### src/rtl/alu_ops_pkg.sv
// ALU opcode encodings and retirement predicates, imported by the ALU and its result stage.
package alu_ops_pkg;

    localparam int unsigned OP_W = 5;

    localparam logic [OP_W-1:0] _add  = 5'b00011;
    localparam logic [OP_W-1:0] _sub  = 5'b00100;
    localparam logic [OP_W-1:0] _and  = 5'b00101;
    localparam logic [OP_W-1:0] _or   = 5'b00110;
    localparam logic [OP_W-1:0] _shr  = 5'b00111;
    localparam logic [OP_W-1:0] _shra = 5'b01000;
    localparam logic [OP_W-1:0] _shl  = 5'b01001;
    localparam logic [OP_W-1:0] _ror  = 5'b01010;
    localparam logic [OP_W-1:0] _rol  = 5'b01011;
    localparam logic [OP_W-1:0] _addi = 5'b01100;
    localparam logic [OP_W-1:0] _andi = 5'b01101;
    localparam logic [OP_W-1:0] _ori  = 5'b01110;
    localparam logic [OP_W-1:0] _mul  = 5'b01111;
    localparam logic [OP_W-1:0] _div  = 5'b10000;
    localparam logic [OP_W-1:0] _neg  = 5'b10001;
    localparam logic [OP_W-1:0] _not  = 5'b10010;

    // mul/div produce a 2-word result destined for the HI/LO special registers
    function automatic logic is_muldiv(input logic [OP_W-1:0] op);
        return (op == _mul) || (op == _div);
    endfunction

    function automatic logic sets_flags(input logic [OP_W-1:0] op);
        return ((op >= _add) && (op <= _ori)) || (op == _neg) || (op == _not);
    endfunction

endpackage

### src/rtl/alu_result_stage_if.sv
// ALU-to-result-stage and result-stage-to-bus handshakes; master is the control/datapath side.
interface alu_result_stage_if #(
    parameter int unsigned WIDTH = 32,
    parameter int unsigned OPW   = 5
);
    logic             in_valid;
    logic             in_ready;
    logic [OPW-1:0]   in_op;
    logic [WIDTH-1:0] in_hi;
    logic [WIDTH-1:0] in_lo;
    logic             flush;
    logic             z_valid;
    logic             z_ready;
    logic [OPW-1:0]   z_op;
    logic [WIDTH-1:0] zhigh;
    logic [WIDTH-1:0] zlow;

    modport master (
        output in_valid, in_op, in_hi, in_lo, flush, z_ready,
        input  in_ready, z_valid, z_op, zhigh, zlow
    );

    modport slave (
        input  in_valid, in_op, in_hi, in_lo, flush, z_ready,
        output in_ready, z_valid, z_op, zhigh, zlow
    );
endinterface

### src/rtl/alu_result_stage_result_fifo.sv
// Generic valid/ready FIFO with synchronous flush and exact occupancy count.
module result_fifo #(
    parameter int unsigned WIDTH_TOTAL = 69,
    parameter int unsigned DEPTH       = 2
) (
    input  logic                       clk,
    input  logic                       clr,
    input  logic                       flush,
    input  logic                       in_valid,
    output logic                       in_ready,
    input  logic [WIDTH_TOTAL-1:0]     in_data,
    output logic                       out_valid,
    input  logic                       out_ready,
    output logic [WIDTH_TOTAL-1:0]     out_data,
    output logic [$clog2(DEPTH):0]     count
);
    localparam int unsigned AW = $clog2(DEPTH);
    localparam int unsigned CW = AW + 1;

    logic [WIDTH_TOTAL-1:0] mem [DEPTH];
    logic [AW-1:0]          head;
    logic [AW-1:0]          tail;
    logic                   push;
    logic                   pop;

    // clr gates in_ready so nothing is offered as accepted while held in reset
    assign in_ready  = (count < CW'(DEPTH)) && !flush && clr;
    assign out_valid = (count != '0);
    assign out_data  = mem[head];
    assign push      = in_valid && in_ready;
    assign pop       = out_valid && out_ready && !flush;

    always_ff @(posedge clk or negedge clr) begin
        if (!clr) begin
            head  <= '0;
            tail  <= '0;
            count <= '0;
        end else if (flush) begin
            head  <= '0;
            tail  <= '0;
            count <= '0;
        end else begin
            if (push) tail <= tail + AW'(1);
            if (pop)  head <= head + AW'(1);
            case ({push, pop})
                2'b10:   count <= count + CW'(1);
                2'b01:   count <= count - CW'(1);
                default: count <= count;
            endcase
        end
    end

    // storage carries no reset; entries are qualified by count
    always_ff @(posedge clk) begin
        if (push) mem[tail] <= in_data;
    end

endmodule

### src/rtl/alu_result_stage.sv
// ALU result stage: queues HI/LO/op results as the Z pair and applies HI/LO/flag updates at retirement.
module alu_result_stage
    import alu_ops_pkg::*;
#(
    parameter int unsigned WIDTH = 32,
    parameter int unsigned DEPTH = 2,
    parameter int unsigned OPW   = 5
) (
    input  logic                   clk,
    input  logic                   clr,
    alu_result_stage_if.slave      bus,
    output logic [WIDTH-1:0]       hi_q,
    output logic [WIDTH-1:0]       lo_q,
    output logic                   flag_z,
    output logic                   flag_n,
    output logic [$clog2(DEPTH):0] count
);
    localparam int unsigned WT = 2 * WIDTH + OPW;

    logic [WT-1:0] head_data;
    logic          retire;

    result_fifo #(.WIDTH_TOTAL(WT), .DEPTH(DEPTH)) u_fifo (
        .clk       (clk),
        .clr       (clr),
        .flush     (bus.flush),
        .in_valid  (bus.in_valid),
        .in_ready  (bus.in_ready),
        .in_data   ({bus.in_op, bus.in_hi, bus.in_lo}),
        .out_valid (bus.z_valid),
        .out_ready (bus.z_ready),
        .out_data  (head_data),
        .count     (count)
    );

    assign bus.z_op  = head_data[WT-1 -: OPW];
    assign bus.zhigh = head_data[2*WIDTH-1 -: WIDTH];
    assign bus.zlow  = head_data[WIDTH-1:0];

    // a flush-coincident pop is discarded, so it must not retire either
    assign retire = bus.z_valid && bus.z_ready && !bus.flush;

    always_ff @(posedge clk or negedge clr) begin
        if (!clr) begin
            hi_q   <= '0;
            lo_q   <= '0;
            flag_z <= 1'b0;
            flag_n <= 1'b0;
        end else if (retire) begin
            if (is_muldiv(OP_W'(bus.z_op))) begin
                hi_q <= bus.zhigh;
                lo_q <= bus.zlow;
            end else if (sets_flags(OP_W'(bus.z_op))) begin
                flag_z <= (bus.zlow == '0);
                flag_n <= bus.zlow[WIDTH-1];
            end
        end
    end

endmodule

### src/flat_wrapper.sv
// flat-port wrapper written by rule: the top's interface ports become plain ports
module alu_result_stage_flat import alu_ops_pkg::*;
#(
    parameter int unsigned WIDTH = 32,
    parameter int unsigned DEPTH = 2,
    parameter int unsigned OPW   = 5
)
  (clk, clr, hi_q, lo_q, flag_z, flag_n, count, bus_in_valid, bus_in_op, bus_in_hi, bus_in_lo, bus_flush, bus_z_ready, bus_in_ready, bus_z_valid, bus_z_op, bus_zhigh, bus_zlow);
  alu_result_stage_if #(.WIDTH(WIDTH), .OPW(OPW)) bus_i ();
  input  logic clk;
  input  logic clr;
  output logic [WIDTH-1:0] hi_q;
  output logic [WIDTH-1:0] lo_q;
  output logic flag_z;
  output logic flag_n;
  output logic [$clog2(DEPTH):0] count;
  input wire logic [$bits(bus_i.in_valid)-1:0] bus_in_valid;
  input wire logic [$bits(bus_i.in_op)-1:0] bus_in_op;
  input wire logic [$bits(bus_i.in_hi)-1:0] bus_in_hi;
  input wire logic [$bits(bus_i.in_lo)-1:0] bus_in_lo;
  input wire logic [$bits(bus_i.flush)-1:0] bus_flush;
  input wire logic [$bits(bus_i.z_ready)-1:0] bus_z_ready;
  output wire logic [$bits(bus_i.in_ready)-1:0] bus_in_ready;
  output wire logic [$bits(bus_i.z_valid)-1:0] bus_z_valid;
  output wire logic [$bits(bus_i.z_op)-1:0] bus_z_op;
  output wire logic [$bits(bus_i.zhigh)-1:0] bus_zhigh;
  output wire logic [$bits(bus_i.zlow)-1:0] bus_zlow;
  assign bus_i.in_valid = bus_in_valid;
  assign bus_i.in_op = bus_in_op;
  assign bus_i.in_hi = bus_in_hi;
  assign bus_i.in_lo = bus_in_lo;
  assign bus_i.flush = bus_flush;
  assign bus_i.z_ready = bus_z_ready;
  assign bus_in_ready = bus_i.in_ready;
  assign bus_z_valid = bus_i.z_valid;
  assign bus_z_op = bus_i.z_op;
  assign bus_zhigh = bus_i.zhigh;
  assign bus_zlow = bus_i.zlow;
  alu_result_stage #(.WIDTH(WIDTH), .DEPTH(DEPTH), .OPW(OPW)) u_core (.clk(clk), .clr(clr), .bus(bus_i), .hi_q(hi_q), .lo_q(lo_q), .flag_z(flag_z), .flag_n(flag_n), .count(count));
endmodule
### config.mk
export PLATFORM = sky130hd
export DESIGN_NAME = alu_result_stage_flat
export DESIGN_NICKNAME = d
export VERILOG_FILES = /design/src/rtl/alu_ops_pkg.sv /design/src/rtl/alu_result_stage_if.sv /design/src/rtl/alu_result_stage_result_fifo.sv /design/src/rtl/alu_result_stage.sv /design/src/flat_wrapper.sv
export SDC_FILE = /design/constraint.sdc
export NUM_CORES = 1
export LEC_CHECK = 0
export CELL_PAD_IN_SITES_DETAIL_PLACEMENT = 0
export CELL_PAD_IN_SITES_GLOBAL_PLACEMENT = 2
export CORE_UTILIZATION = 34
export DETAILED_ROUTE_END_ITERATION = 10
export PLACE_DENSITY = 0.86
export SYNTH_ARGS = -nofsm -noshare
export SYNTH_HDL_FRONTEND = slang
export SYNTH_SLANG_ARGS = --single-unit
### constraint.sdc
create_clock -name clk -period 5.74 [get_ports clk]
set_input_delay 0.861 -clock clk [delete_from_list [all_inputs] [get_ports clk]]
set_output_delay 0.861 -clock clk [all_outputs]
set_load 0.02 [all_outputs]
==> results.cfg <==
[layout]
final_common_cell = clkdlybuf4s50_1
diodes = 0
finalNetCount = 779
final_cell_mix = clkdlybuf4s50_1, edfxtp_1, dfrtp_1, mux2_2
layout-drive-gt1-share_pct = 16.09
syn_to_final_growth_pct = 39.69

[floorplan]
start_util_pct = 35.01
die_area_um2 = 24210
pin_count = 213
die_h_um = 155.6
dieWidth_um = 155.6
coreArea_um2 = 22920
num_rows = 55

[clock_tree]
cts_resized = 0
tritoncts = yes
clk_pin_slew_ns = 0.06
ctsRootBufferMaster = clkbuf_16
cts_setup_buffers = 0
cts_sinks = 208
cts_made_buffers = 23
htree_levels = 1
cts_hold_buf = 0
cts_buffer_depth = 3
insertion_delay_ns = 0.49

[placement]
place_congestion = 0.7937
io_buffers = 212
hpwlAfterDp_um = 12040

[synth]
synth_compound_area_share_pct = 3.525
synth_simple_gate_area_share_pct = 4.164
synth_fa_ha_area_share_pct = 0
synth_cells = 481
ys_seq_area_share_pct = 73.49
async_reset_ff_share_pct = 33.65
ys_types = 40
syn_area_um2 = 8023
synth_top_family_by_area = multiplexers
ys_ff_latch = 208
synthesis.nets = 555
synth_flop_cell = edfxtp_1
synth_xor_area_share_pct = 0.3275
avgSynthCellArea_um2 = 16.68
synth_warnings = 0
synth_edf_count = 138
muxShareOfSynthArea_pct = 15.42

[detailed_routing]
vias_per_cell = 4.547
dr.pass1.iters = 4
ant_nets = 0
drc = 0
drt-wirelength-per-cell_um = 17.09
vias = 4702
first_iter_violations = 182
wl_um = 17670

[sta]
slew_viol_final = 0
fin_skew_ns = 0.007402
finalSetupViolations = 0
fin_tns_setup_ns = 0
min_period_over_period_pct = 67.90
hold_viol_final = 0
fin_crit_ns = 3.898
fmax_ghz = 0.2566
max_slew_margin_pct = 32.41
whs_ns = 0.4795
tightest_slew_ns = 1.014
rsz0062_at_grt = false

[worst_setup_path]
cpPeakStageDelay_ns = 0.77
cp_top_family = buffers and inverters
crit_path_end_kind = output pin
r2r_slack_ns = 2.78
arrival_ns = 3.04
r2r_end = u_core.flag_z$_DFFE_PN0P_
required_ns = 4.88
critPathBufInv = 3
start_kind = flop
crit_fanout = 42
worstReg2RegStart = u_core.u_fifo.head$_DFFE_PN0P_
reg2regPathDepth = 6
cp_cell_sequence = buf_4 > mux2i_1 > inv_1 > clkdlybuf4s50_1
cp_slowest_cell = dfrtp_4
crit_type = flop to output pin

[outcome]
outcome = complete, no violations

[power_and_ir_drop]
powerDensity_nw_per_um2 = 318.0
vdd.ir_drop.worst_mv = 0.2210
leakage_nw = 4.292

[min_path]
worstHoldStart = u_core.lo_q[7]$_DFFE_PN0P_
whs_path_depth = 2
whs_endpoint = u_core.lo_q[7]$_DFFE_PN0P_
min_path_type = flop to flop

[grt]
grt_overflow = 0
grt_start_max_net_pins = 73
grt_pass1_vias = 4928
grt_usage_pct = 14.54
grt_pass1_wl_um = 27400
antenna_found_initial = 0

[flow_run]
drv_cap = 0
## routing by layer
metal | vias up | track usage, % | part of all wire (%)
li1 | 2210 | - | -
met1 | 2314 | 18.28 | 42
met3 | 21 | 3.944 | 6.8
met5 | - | 0 | 0
met4 | 0 | 2.661 | 1.6
met2 | 157 | 25.28 | 50
## kinds of logic (layout without fill, tap and decap cells)
family                    count (synthesis)  count (layout)
AOI/OAI and AO/OA                        46              46
xor gates and xnor gates                  3               3
and+or+nand+nor                          68              68
DFF                                     208             208
muxes                                   103             103
buffers and inverters                    53             293
## Yosys cell counts (2+ instances only)
cell	count	area, um2
xnor2_1	2	17.52
nor4_1	2	12.51
o21ai_1	30	150.1
nor3b_1	3	22.52
mux2_2	36	405.4
buf_6	4	45.04
mux2i_1	34	340.3
o21ai_0	5	25.02
dfrtp_1	70	1752
nand4_1	9	56.30
edfxtp_1	138	4144
mux2_4	32	480.5
inv_1	35	131.4
clkbuf_1	2	7.510
a21oi_1	3	15.01
nand2_1	35	131.4
buf_2	11	55.05
nor2_1	8	30.03
## layout make-up
class | instances | area, um2
clock buffer | 33 | 663.1
clock inverter | 8 | 71.32
fill | 1927 | 11710
inverter | 35 | 131.4
multi-input combinational | 220 | 1893
sequential | 208 | 5899
tap | 313 | 391.6
timing repair buffer | 217 | 2157
## per-stage QoR
stage / power (W) / area [um2] / utilization [%] / worst slack (ns) / instances
finish: 0.003564 / 11210 / 48.91 / 1.842 / 1034
global placement: 0.002184 / 10470 / 45.70 / 2.338 / 993
global route: 0.003702 / 11210 / 48.91 / 1.627 / 1034
detailed placement: 0.002193 / 10470 / 45.70 / 2.295 / 993
floorplan: 0.001943 / 8023 / - / 0.6713 / 481
CTS: 0.003608 / 11210 / 48.91 / 1.764 / 1034
## sequential cells by signal, summed over array words and instances (netlist names)
signal	cells
u_core.lo_q	32
u_core.flag_n	1
u_core.u_fifo.mem	138
u_core.u_fifo.tail	1
u_core.u_fifo.count	2
u_core.flag_z	1
u_core.u_fifo.head	1
u_core.hi_q	32
## worst reg2reg max path: stages, from the launching register on
cell and delay, ns:
dfrtp_4 0.77, buf_4 0.62, mux2i_1 0.44, nand4_1 0.22
nor4_1 0.52, nand2_1 0.16, mux2i_1 0.15
## where the power goes
group / switching, W / internal [W] / total (W)
clock: 0.000559 / 0.000847 / 0.00141
combinational: 0.000217 / 0.000232 / 0.000449
sequential: 0.0000386 / 0.00167 / 0.00171
total: 0.000814 / 0.00275 / 0.00356
## worst max path at each step
stage	from	endpoint	cells after the start
2_1_floorplan	bus_flush	u_core.u_fifo.mem[0][0]$_DFFE_PP_	3
3_3_place_gp	u_core.u_fifo.head$_DFFE_PN0P_	bus_zlow[31]	4
3_5_place_dp	u_core.u_fifo.head$_DFFE_PN0P_	bus_zlow[31]	4
4_1_cts	u_core.u_fifo.head$_DFFE_PN0P_	bus_zlow[31]	4
5_1_grt	u_core.u_fifo.head$_DFFE_PN0P_	bus_zlow[31]	4
6_report	u_core.u_fifo.head$_DFFE_PN0P_	bus_zlow[31]	4
(Power assumes the default switching activity.)
